<file path="config.mk">
export PLATFORM = sky130hd
export DESIGN_NAME = laplace_kernel_sequencer
export DESIGN_NICKNAME = d
export VERILOG_FILES = /design/src/rtl/laplace_kernel_sequencer.sv
export SDC_FILE = /design/constraint.sdc
export NUM_CORES = 1
export LEC_CHECK = 0
export CAP_MARGIN = 20
export CELL_PAD_IN_SITES_DETAIL_PLACEMENT = 2
export CELL_PAD_IN_SITES_GLOBAL_PLACEMENT = 2
export CORE_MARGIN = 2
export CORE_UTILIZATION = 27
export DETAILED_ROUTE_END_ITERATION = 12
export HOLD_SLACK_MARGIN = 0.1
export PLACE_DENSITY = 0.79
export SETUP_SLACK_MARGIN = 0.2
export SLEW_MARGIN = 20
export SYNTH_ARGS = -nofsm -noshare
export SYNTH_HDL_FRONTEND = slang
export SYNTH_SLANG_ARGS = --single-unit
</file>
<file path="constraint.sdc">
create_clock -name clk -period 2.89 [get_ports clk]
set_clock_uncertainty 0.05 [all_clocks]
set_input_delay 0.7225 -clock clk [delete_from_list [all_inputs] [get_ports clk]]
set_output_delay 0.7225 -clock clk [all_outputs]
set_load 0.05 [all_outputs]
</file>
<file path="src/rtl/laplace_kernel_sequencer.sv">
// rtl/laplace_kernel_sequencer.sv - serial 4-neighbour Laplace sequencer driving an external 8-bit adder
module laplace_kernel_sequencer #(
    parameter bit CLAMP_OUT = 1'b0
) (
    input  logic        clk,
    input  logic        rst,
    input  logic        in_valid,
    output logic        in_ready,
    input  logic [7:0]  center,
    input  logic [7:0]  north,
    input  logic [7:0]  south,
    input  logic [7:0]  east,
    input  logic [7:0]  west,
    output logic [7:0]  add_a,
    output logic [7:0]  add_b,
    output logic        add_cin,
    input  logic [7:0]  add_s,
    input  logic        add_cout,
    output logic        out_valid,
    input  logic        out_ready,
    output logic [11:0] out_data
);

    localparam logic [2:0] IDLE  = 3'd0;
    localparam logic [2:0] ADD_N = 3'd1;
    localparam logic [2:0] ADD_S = 3'd2;
    localparam logic [2:0] ADD_E = 3'd3;
    localparam logic [2:0] ADD_W = 3'd4;
    localparam logic [2:0] CALC  = 3'd5;
    localparam logic [2:0] OUT   = 3'd6;

    logic [2:0]  state;
    logic [7:0]  c_q, n_q, s_q, e_q, w_q;
    logic [7:0]  acc_lo;
    logic [2:0]  acc_hi;
    logic [11:0] data_q;

    logic        is_add;
    logic [7:0]  pix;
    logic [11:0] sum12;
    logic [11:0] res;
    logic [11:0] res_final;

    // Select the neighbour fed to the adder in each accumulation step
    always_comb begin
        pix    = 8'd0;
        is_add = 1'b0;
        case (state)
            ADD_N: begin pix = n_q; is_add = 1'b1; end
            ADD_S: begin pix = s_q; is_add = 1'b1; end
            ADD_E: begin pix = e_q; is_add = 1'b1; end
            ADD_W: begin pix = w_q; is_add = 1'b1; end
            default: begin pix = 8'd0; is_add = 1'b0; end
        endcase
    end

    assign add_a     = (is_add && !rst) ? acc_lo : 8'd0;
    assign add_b     = (is_add && !rst) ? pix    : 8'd0;
    assign add_cin   = 1'b0;
    assign in_ready  = (state == IDLE) && !rst;
    assign out_valid = (state == OUT);
    assign out_data  = data_q;

    // 4*center minus whatever the adder accumulated, optionally clamped to a pixel range
    always_comb begin
        sum12     = {1'b0, acc_hi, acc_lo};
        res       = {2'b00, c_q, 2'b00} - sum12;
        res_final = res;
        if (CLAMP_OUT) begin
            if (res[11])
                res_final = 12'd0;
            else if (res > 12'd255)
                res_final = 12'd255;
            else
                res_final = res;
        end
    end

    // Sequencer state, capture registers and the carry-counting accumulator
    always_ff @(posedge clk) begin
        if (rst) begin
            state  <= IDLE;
            c_q    <= 8'd0;
            n_q    <= 8'd0;
            s_q    <= 8'd0;
            e_q    <= 8'd0;
            w_q    <= 8'd0;
            acc_lo <= 8'd0;
            acc_hi <= 3'd0;
            data_q <= 12'd0;
        end else begin
            case (state)
                IDLE: begin
                    if (in_valid) begin
                        c_q    <= center;
                        n_q    <= north;
                        s_q    <= south;
                        e_q    <= east;
                        w_q    <= west;
                        acc_lo <= 8'd0;
                        acc_hi <= 3'd0;
                        state  <= ADD_N;
                    end
                end
                ADD_N, ADD_S, ADD_E, ADD_W: begin
                    acc_lo <= add_s;
                    acc_hi <= acc_hi + {2'b00, add_cout};
                    state  <= state + 3'd1;
                end
                CALC: begin
                    data_q <= res_final;
                    state  <= OUT;
                end
                OUT: begin
                    if (out_ready)
                        state <= IDLE;
                end
                default: state <= IDLE;
            endcase
        end
    end

endmodule

</file>
Word-level counts from Yosys, hierarchy flattened
Cells that the tools add are included.
{"block": "op_classes", "n_reduce_logical": 9, "n_addsub": 3, "mux": 11, "n_eq_ne": 8}
{"operator": "one-hot mux 8 bit (4 select lines)", "n": 1}
{"operator": "2-to-1 mux 8 bit", "n": 3}
{"operator": "one-hot mux 8 bit (2 select lines)", "n": 1}
{"operator": "one-hot mux 3 bit (4 select lines)", "n": 1}
{"operator": "subtractor 10 x 11 -> 12 bit", "n": 1}
{"operator": "== test 3 bit (second input constant)", "n": 3}
{"operator": "2-to-1 mux 3 bit", "n": 3}
{"operator": "== test 3 x 2 -> 1 bit (second input constant)", "n": 2}
{"operator": "one-hot mux 3 bit (2 select lines)", "n": 1}
{"operator": "AND reduction 2 bit", "n": 3}
{"operator": "OR reduction 4 bit", "n": 1}
{"operator": "adder 3 x 1 -> 3 bit", "n": 1}
{"operator": "adder 3 x 1 -> 3 bit (second input constant)", "n": 1}
{"operator": "== test 3 x 1 -> 1 bit (second input constant)", "n": 1}
{"operator": "zero test 3 bit", "n": 1}
{"operator": "logical AND 1 bit", "n": 2}
{"operator": "!= test 2 x 1 -> 1 bit (second input constant)", "n": 1}
{"operator": "!= test 2 bit (second input constant)", "n": 1}
{"operator": "nonzero test 2 bit", "n": 1}
{"operator": "zero test 1 bit", "n": 1}
{"operator": "2-to-1 mux 1 bit", "n": 1}
{"block": "totals", "ff_bits": 66, "out_inout_bits": 31, "in_bits": 53, "wordCells": 40}

Depth between registers and ports, before layout
Gate-level depths: netlist of the first run.
{"block": "depth", "depth_word": 5, "depth_mapped": 9, "mapped_depth_nobuf": 7}

Worst setup path before layout of the first run
No wires, ideal clock.
{"block": "synth_timing", "path_type": "register to output", "start": "register state[0]", "end": "output port add_b[5]", "slack_ps": -66, "arrival_ps": 2183, "path_buffers": 3, "required_time_ps": 2118, "stages_incl_launch_ff": 9, "cell_sequence": "dfxtp_1 > ha_1 > ha_1 > clkbuf_1 > a21oi_4 > or2_1 > buf_4 > buf_2 > nor2_1"}
{"block": "synth_via", "elab_chain_len": 5, "word_cells_on_any_way": 9, "cone_classes": "eq/ne (4); mux (3); reduce/logical (2)"}
{"item": "start: declaration", "line": "32", "source": "logic [2:0] state;"}
{"item": "start signal: assignment", "line": "108", "source": "state <= state + 3'd1;"}
{"item": "== test 3 x 1 -> 1 bit (tied with other cells)", "line": "48", "source": "case (state)"}
{"item": "OR reduction 4 bit (no source line)"}
{"item": "2-to-1 mux 1 bit", "line": "48"}
{"item": "logical AND 1 bit", "line": "58", "source": "assign add_b = (is_add && !rst) ? pix : 8'd0;"}
{"item": "2-to-1 mux 8 bit *", "line": "58"}
{"item": "end: declaration", "line": "15", "source": "output logic [7:0] add_b,"}
Mark *: on every way between the ends. The rest lies on a longest branch, timed or not.

Final worst setup path of the first run
{"block": "layout_timing", "start": "register state[1]", "end": "output port add_b[5]"}
Same word-level chain as after synthesis.

==> results of run 1 <==
state kept, by name, summed over array words and instances (netlist names):
| register | cells |
|---|---|
| e_q | 8 |
| out_data | 12 |
| n_q | 8 |
| state | 3 |
| acc_hi | 3 |
| acc_lo | 8 |
| s_q | 8 |
| w_q | 8 |
| c_q | 8 |
power by group through the flow:
stage	registers (uW)	logic [uW]	clock network, uW
6_report	1100	1260	983
5_1_grt	1120	1370	1050
4_1_cts	1100	1220	998
3_5_place_dp	1100	1110	0
3_3_place_gp	1100	1050	0
2_1_floorplan	1080	762	0
cell families (layout without fill, tap and decap cells):
family	count (synthesis)	after routing	synth area share (%)
compound gates	103	103	22.03
xor+xnor	6	6	1.670
flops	66	66	41.99
other cells	1	1	0.1192
fa+ha+maj	16	16	6.362
simple gates	159	159	22.27
buf+inv	41	125	5.248
mux	1	1	0.3181
layout make-up:
class | instances | share of cell area, %
Inverter | 15 | 1.326
Sequential cell | 66 | 28.77
Timing Repair Buffer | 96 | 21.62
Tap cell | 143 | 3.870
Clock buffer | 11 | 5.250
Multi-Input combinational cell | 286 | 38.78
Clock inverter | 3 | 0.3789
Yosys cell counts, types with 2 or more instances:
cell type / number
nor2_1: 27
a211oi_1: 3
o21ai_0: 3
nor3_1: 5
nand4_1: 2
a22o_1: 18
xnor2_1: 3
nand2b_1: 5
nor2_4: 2
a31oi_1: 2
ha_1: 16
dfxtp_1: 66
a21oi_1: 55
buf_1: 2
nand3_1: 2
buf_4: 2
inv_1: 14
nand2_1: 99
xor2_1: 3
a21o_1: 3
buf_2: 3
nor2b_1: 2
and2_1: 2
a222oi_1: 8
clkbuf_1: 19
worst reg2reg max path, cell delays in order, from the launching register on:
cell and delay [ns]:
dfxtp_1 0.35, inv_1 0.11, ha_1 0.40, a21o_1 0.21
a221oi_2 0.37, o21bai_1 0.21, nor4b_1 0.37, a211o_1 0.17
worst min path at each step:
stage                        endpoint
final                     out_data[6]
after detailed placement       s_q[5]
after global routing           s_q[7]
after global placement         s_q[7]
after floorplan                w_q[0]
after CTS                      s_q[5]
layer usage:
layer / GRT usage, % / routed length (um) / part of all wire, % / vias up
li1: - / - / - / 1508
met1: 24.66 / 5311 / 46 / 1554
met2: 31.72 / 5594 / 49 / 66
met3: 2.831 / 404 / 3.5 / 11
met4: 5.772 / 157 / 1.4 / 0
met5: 0 / 0 / 0 / -
stage by stage:
| stage | cells | utilization, % | setup slack [ns] | hold slack [ns] |
|---|---|---|---|---|
| final | 620 | 40.49 | 0.07321 | 0.4085 |
| after global routing | 620 | 40.49 | 0.02374 | 0.4325 |
| after CTS | 619 | 39.74 | 0.07298 | 0.4126 |
| after detailed placement | 600 | 35.84 | 0.1882 | 0.4027 |
| after global placement | 600 | 35.84 | 0.3115 | 0.3937 |
| after floorplan | 393 | - | 0.09980 | 0.3857 |
what timing repair did:
action / 4_1_cts / 5_1_grt
resized for setup: 43 / 18
pin swaps: 6 / 9
cloned: 1 / 0
buffers inserted: 4 / 1
endpoints found under the setup margin: 16 / 16
==> flow_summary.ini, run 1 <==
[synth]
syn_area_um2 = 3147
yosysWarnings = 0
yosysTopAreaCell = dfxtp_1
syn_nets = 462
synthFlopType = dfxtp_1
async_flop_share_pct = 0
netlist_instances = 393
netlist_top_cells_area = dfxtp_1, nand2_1, a21oi_1
avgSynthCellArea_um2 = 8.007
ys_types = 52
yosysSeqAreaShare_pct = 41.99
ys_seq_elements = 66
synth_top_area_share_pct = 41.99
synth-edff-count = 0

[finish]
fillers = 1275
seqCellArea_um2 = 1330
final_common_cell = nand2_1
multi_input_area_um2 = 1793
nets = 543
antenna_cells = 0
fin_area_um2 = 4623
drive_above_1_share_pct = 16.77
final_cell_mix = nand2_1, dfxtp_1, clkdlybuf4s50_1
syn_to_final_growth_pct = 46.92

[global_route]
antenna_found_initial = 0
grtUsageTotal_pct = 18.72
first_global_vias = 3454
grt_max_degree = 62
grt_first_pass_wirelength_mm = 18.48
grt_overflow = 0

[hold_path]
min_path_cells = 2
hold_start = out_data[6]
min_path_type = flop to flop

[routing]
wirelength_mm = 11.47
drtPass1Iterations = 4
wl_per_cell_um = 18.50
drc = 0
vias = 3139
ant_nets = 0
drt_iter0_drc = 149
vias_per_cell = 5.063

[timing]
hold_viol = 0
max_freq_ghz = 0.3550
min_period_ns = 2.817
slew_violations = 0
worst_slew_pin_slew_ns = 0.7840
rsz0062_at_grt = yes
slew_headroom_pct = 47.70
fin_setup_tns_ns = 0
period_share_pct = 97.47
setup_viol = 0

[cts]
ctsHtreeMaxLevel = 3
cts_tree = done
cts_root_buf = clkbuf_16
numClockSinks = 66
cts_hold_buf = 0
clock_latency_ns = 0.33
cts_buffers = 9
clk_pin_slew_ns = 0.06
cts_buffer_depth = 2

[setup_path]
critPathKind = flop to primary output
crit_family = simple AND/OR/NAND/NOR gates
cp_cell_sequence = inv_4, ha_4, or3_4, a21oi_4, or2_4, buf_12, nor2_2, buf_6
rr_startpoint = acc_lo[4]
r2r_setup_slack_ns = 0.61
worst_path_max_delay_cell = dfxtp_4
path_buf_inv = 3
cp.depth = 8
cp_max_fo = 8
reg2reg_to = out_data[8]
end_kind = primary output
startpoint = state[1]
slowest_delay_ns = 0.39
critPathCapture = add_b[5]
crit_required_ns = 2.12
arrival_ns = 2.04
critPathLaunchType = flop
rr_worst_depth = 7

[floorplan]
fp.dieW_um = 112.0
design.core.area_um2 = 11420
die_area_um2 = 12530
pin_count = 84
die_h_um = 112.0
start_util_pct = 27.56
rows = 39

[pwr]
switchingPower_uw = 1215
swShare_pct = 36.29
pwr-share-clk_pct = 29.3
intPower_uw = 2134
pwr_density_cell_nw_per_um2 = 724.4
p_leak_uw = 0.001734
total_power_uw = 3349
seq_power_share_pct = 32.9
ir_drop_mv = 0.3050
combinationalPowerShare_pct = 37.7

[place]
postPlaceCellArea_um2 = 4093
port_buffers = 82
place_congestion = 0.7567
dp_hpwl_mm = 7.678

[run_status]
outcome = complete, no violations

[job]
maxCapViolCount = 0
No activity file was read; power rests on OpenSTA's default activity.
==> run 2: changes to the inputs <==
- ABC_AREA: unset -> 1
- ABC_CLOCK_PERIOD_IN_PS: unset -> 2890
- PLACE_DENSITY: 0.79 -> unset
- PLACE_DENSITY_LB_ADDON: unset -> 0.1
==> flow_summary.ini, run 2 <==
[global_route]
first_global_vias = 3698
antenna_found_initial = 0
grtUsageTotal_pct = 19.13
grt_first_pass_wirelength_mm = 19.19
grt_max_degree = 69
grt_overflow = 0

[timing]
holdWs_ns = 0.4101
slew_headroom_pct = 51.66
max_freq_ghz = 0.3720
rsz0062_at_grt = yes
slew_violations = 0
worst_slew_pin_slew_ns = 0.7243
hold_viol = 0
setup_viol = 0
min_period_ns = 2.688
period_share_pct = 93.02
fin_setup_tns_ns = 0

[routing]
drc = 0
vias = 3389
drt_iter0_drc = 117
top_layer_used = met4
drtPass1Iterations = 4
wl_met1_mm = 5.613
ant_nets = 0
vias_per_cell = 4.787
wl_per_cell_um = 16.85
wirelength_mm = 11.93
routed-wl-met3_um = 359
met2_length_mm = 5.735

[synth]
synthFlopType = dfxtp_1
synth-edff-count = 0
ys_types = 30
synthSimpleGateAreaFrac_pct = 21.57
yosys-mux-area-fraction_pct = 0
yosysSeqAreaShare_pct = 39.61
avgSynthCellArea_um2 = 6.993
yosysTopAreaCell = dfxtp_1
netlist_top_cells_area = dfxtp_1, o21ai_0, inv_1
ys_seq_elements = 66
yosysWarnings = 0
synth_top_family_by_area = simple AND/OR/NAND/NOR gates
synth_fa_ha_area_share_pct = 6.002
synth.most_common_cell = inv_1
syn_nets = 546
netlist_instances = 477
synth_compound_gate_area_share_pct = 19.47
async_flop_share_pct = 0
synth_xor_area_share_pct = 1.050
synth_common_cells = inv_1, nor2_1, dfxtp_1
synth_top_area_share_pct = 39.61
syn_area_um2 = 3336

[finish]
nets = 625
final_cell_mix = inv_1, clkdlybuf4s50_1, dfxtp_1
final_cells = 708
final_common_cell = inv_1
syn_to_final_growth_pct = 47.19
final_util_pct = 40.88
antenna_cells = 0
fillers = 1397
largest_reg_flops = 12
drive_above_1_share_pct = 13.37

[place]
place_congestion = 0.8198
dp_hpwl_mm = 8.675
dp.cells = 692
port_buffers = 82

[cts]
cts_root_buf = clkbuf_16
cts_hold_buf = 0
ctsHtreeMaxLevel = 3
cts_buffers = 9
cts_buffer_depth = 2
clock_latency_ns = 0.34
cts_tree = done
clk_pin_slew_ns = 0.06
numClockSinks = 66

[pwr]
total_power_uw = 5448
p_leak_uw = 0.002043
swShare_pct = 44.66
switchingPower_uw = 2433
pwr-share-clk_pct = 23.2
combinationalPowerShare_pct = 52.2
ir_drop_mv = 0.2920
intPower_uw = 3014
seq_power_share_pct = 24.7
pwr_density_cell_nw_per_um2 = 1110

[setup_path]
critPathLaunchType = flop
cp_cell_sequence = ha_1, ha_2, clkinv_4, nand4_4, nand2_2, buf_6, nor2_2, buf_12
end_kind = primary output
worst_path_max_delay_cell = dfxtp_2
critPathKind = flop to primary output
crit_required_ns = 2.12
slowest_delay_ns = 0.37
arrival_ns = 1.92
cp_max_fo = 9

[floorplan]
die_h_um = 115.2
design.core.area_um2 = 12010
fp.dieW_um = 115.2
pin_count = 84
start_util_pct = 27.77
die_area_um2 = 13260
rows = 40

[run_status]
outcome = complete, no violations

[hold_path]
min_path_type = flop to flop

[job]
maxCapViolCount = 0
==> run 2: cell count changes in the layout (fill, tap and decap cells not counted), moves of 5 or more <==
cell,before,now
a21oi_1,55,42
a222oi_1,8,0
a22o_1,18,0
buf_12,3,17
buf_4,9,4
buf_6,17,2
inv_1,12,75
nand2_1,99,60
nand2b_1,5,0
nand3_1,2,26
nor2_1,10,52
o21ai_0,3,59
o22ai_1,1,16
==> run 2: logic make-up after synthesis <==
kind of cell | after synthesis
adders and majority gates | 16
xor gates and xnor gates | 4
other | 1
and+or+nand+nor | 166
DFF | 66
AOI/OAI and AO/OA | 124
buffers and inverters | 100
==> run 2: critical path: cells and delay by family, from the launching register on <==
| family | cells | cell delay (ns) |
|---|---|---|
| DFF | 1 | 0.37 |
| buffers and inverters | 3 | 0.42 |
| and+or+nand+nor | 3 | 0.37 |
| adders and majority gates | 2 | 0.41 |
==> run 2: what timing repair did <==
action / 4_1_cts / 5_1_grt
buffers inserted: 0 / 0
gates cloned: 0 / 0
setup endpoints to repair: 17 / 16
pin swaps: 0 / 0
resized for setup: 10 / 29
==> run 2: area by class of cell <==
class                           count  area, um^2  share of cell area [%]
Multi-Input combinational cell    311        1713                   34.89
Sequential cell                    66        1325                   26.99
Clock buffer                       11       232.7                   4.740
Tap cell                          147       183.9                   3.746
Timing Repair Buffer               88        1042                   21.23
Clock inverter                      5       102.6                   2.090
Inverter                           80       310.3                   6.320
==> run 2: stage by stage <==
| step | worst slack (ns) | area, um^2 |
|---|---|---|
| floorplan | 0.1687 | 3336 |
| global placement | 0.2135 | 4454 |
| detailed placement | 0.2219 | 4454 |
| CTS | 0.1661 | 4813 |
| global route | 0.1138 | 4910 |
| finish | 0.2017 | 4910 |
==> run 2: path summary, 6_finish.rpt <==
kind	startpoint	endpoint	slack (ns)	depth (start not counted)
setup / recovery	state[0]	add_b[1]	0.20	8
hold / removal	n_q[5]	n_q[5]	0.41	2
setup reg to reg	state[1]	out_data[5]	0.76	7
hold reg to reg	n_q[5]	n_q[5]	0.41	2
==> run 2: power by group through the flow <==
stage | logic (uW) | clock network (uW) | registers (uW)
2_1_floorplan | 1790 | 0 | 1410
3_3_place_gp | 2620 | 0 | 1340
3_5_place_dp | 2710 | 0 | 1350
4_1_cts | 2780 | 1290 | 1340
5_1_grt | 3200 | 1350 | 1380
6_report | 2840 | 1260 | 1340
==> run 2: per-layer routing <==
layer / vias up / global-route usage [%]
met3: 16 / 3.743
met1: 1628 / 24.61
met5: - / 0
met4: 0 / 6.988
met2: 53 / 31.88
li1: 1692 / -
==> run 3: changes to the inputs <==
- ABC_AREA: 1 -> unset
- ABC_CLOCK_PERIOD_IN_PS: 2890 -> 2600
- clock period: 2.89 -> 2.6 ns (I/O delays scaled with it)
==> flow_summary.ini, run 3 (synthesis results as in run 1) <==
[finish]
fin_area_um2 = 4700
largest_reg_flops = 12
final_common_cell = nand2_1
antenna_cells = 0
drive_above_1_share_pct = 17.40
syn_to_final_growth_pct = 49.34
final_util_pct = 41.16
final_cells = 620
final_cell_mix = nand2_1, dfxtp_1, clkdlybuf4s50_1
nets = 542

[run_status]
outcome = finished with violations
failed_checks = setup timing

[cts]
ctsHtreeMaxLevel = 3
clock_latency_ns = 0.33
cts_root_buf = clkbuf_16
numClockSinks = 66
cts_buffer_depth = 2
clk_pin_slew_ns = 0.06
cts_buffers = 9
cts_tree = done

[routing]
vias = 3038
ant_nets = 0
wl_per_cell_um = 17.44
wirelength_mm = 10.81
drt_iter0_drc = 153
drtPass1Iterations = 4
drc = 0
vias_per_cell = 4.900

[timing]
min_period_ns = 2.725
slew_violations = 0
period_share_pct = 104.8
worst_slew_pin_slew_ns = 0.8818
slew_headroom_pct = 41.18
setup_viol = 16
max_freq_ghz = 0.3669
layout_setup_ws_ns = -0.1254
hold_viol = 0
rsz0062_at_grt = yes

[setup_path]
arrival_ns = 2.03
critPathKind = flop to primary output
cp_max_fo = 9
end_kind = primary output
worst_path_max_delay_cell = dfxtp_4
slowest_delay_ns = 0.39
crit_required_ns = 1.90
critPathLaunchType = flop
cp_cell_sequence = inv_2, ha_4, or3_4, a21oi_4, or2_4, buf_12, nor2_2, buf_6

[floorplan]
start_util_pct = 27.56
rows = 39
die_h_um = 112.0
pin_count = 84
design.core.area_um2 = 11420
die_area_um2 = 12530
fp.dieW_um = 112.0

[job]
maxCapViolCount = 0

[global_route]
grt_max_degree = 62
first_global_vias = 3176
grtUsageTotal_pct = 17.74
antenna_found_initial = 0
grt_overflow = 0
grt_first_pass_wirelength_mm = 17.34

[pwr]
pwr_density_cell_nw_per_um2 = 845.6
ir_drop_mv = 0.3766
total_power_uw = 3974
p_leak_uw = 0.001767

[place]
dp_hpwl_mm = 7.587
postPlaceCellArea_um2 = 4202
place_congestion = 0.7778
port_buffers = 82
dp.cells = 601

[hold_path]
min_path_type = flop to flop
==> run 3: repair_timing <==
item,CTS,global route
pin swaps,3,1
gates cloned,1,0
endpoints found under the setup margin,16,16
hold buffers,0,0
buffers inserted,3,0
resized for setup,26,3
==> run 3: cell type report <==
| cell class | instances | area [um^2] |
|---|---|---|
| Inverter | 15 | 60.06 |
| Fill cell | 1270 | 6719 |
| Clock inverter | 4 | 75.07 |
| Sequential cell | 66 | 1329 |
| Clock buffer | 11 | 252.7 |
| Timing Repair Buffer | 95 | 1002 |
| Multi-Input combinational cell | 286 | 1802 |
| Tap cell | 143 | 178.9 |
==> run 3: critical path, delay by kind of cell, from the launching register on <==
| kind | cells | cell delay [ns] |
|---|---|---|
| buf+inv | 3 | 0.39 |
| flops | 1 | 0.39 |
| simple gates | 3 | 0.60 |
| fa+ha+maj | 1 | 0.17 |
| compound gates | 1 | 0.14 |
==> run 3: metrics by stage <==
step,setup TNS (ns),setup WS (ns),hold slack [ns]
floorplan,0,0.1962,0.3857
global placement,0,0.1414,0.3943
detailed placement,0,0.08081,0.4051
CTS,-1.621,-0.1300,0.4114
global route,-2.657,-0.1865,0.4398
finish,-1.739,-0.1254,0.4121
==> run 3: path summary, 6_finish.rpt <==
path | from | end | slack (ns) | cells past startpoint
worst max-delay path | state[0] | add_b[4] | -0.13 | 8
worst min-delay path | e_q[3] | e_q[3] | 0.41 | 2
worst max register to register | acc_lo[2] | out_data[9] | 0.42 | 7
worst min register to register | e_q[3] | e_q[3] | 0.41 | 2
==> run 3: where the power goes <==
part,switching (uW),internal (uW),leakage [uW]
registers,90.1,1130,0.000540
logic,811,593,0.00107
clock network,460,886,0.000154
total,1360,2610,0.00177
==> run 3: per-layer routing <==
metal	vias to the layer above	GRT usage, %	routed length (um)	part of all wire [%]
li1	1508	-	-	-
met1	1459	25.13	5358	50
met2	63	27.27	4912	45
met3	8	3.647	433	4.0
met4	0	5.366	108	1.0
met5	-	0	0	0
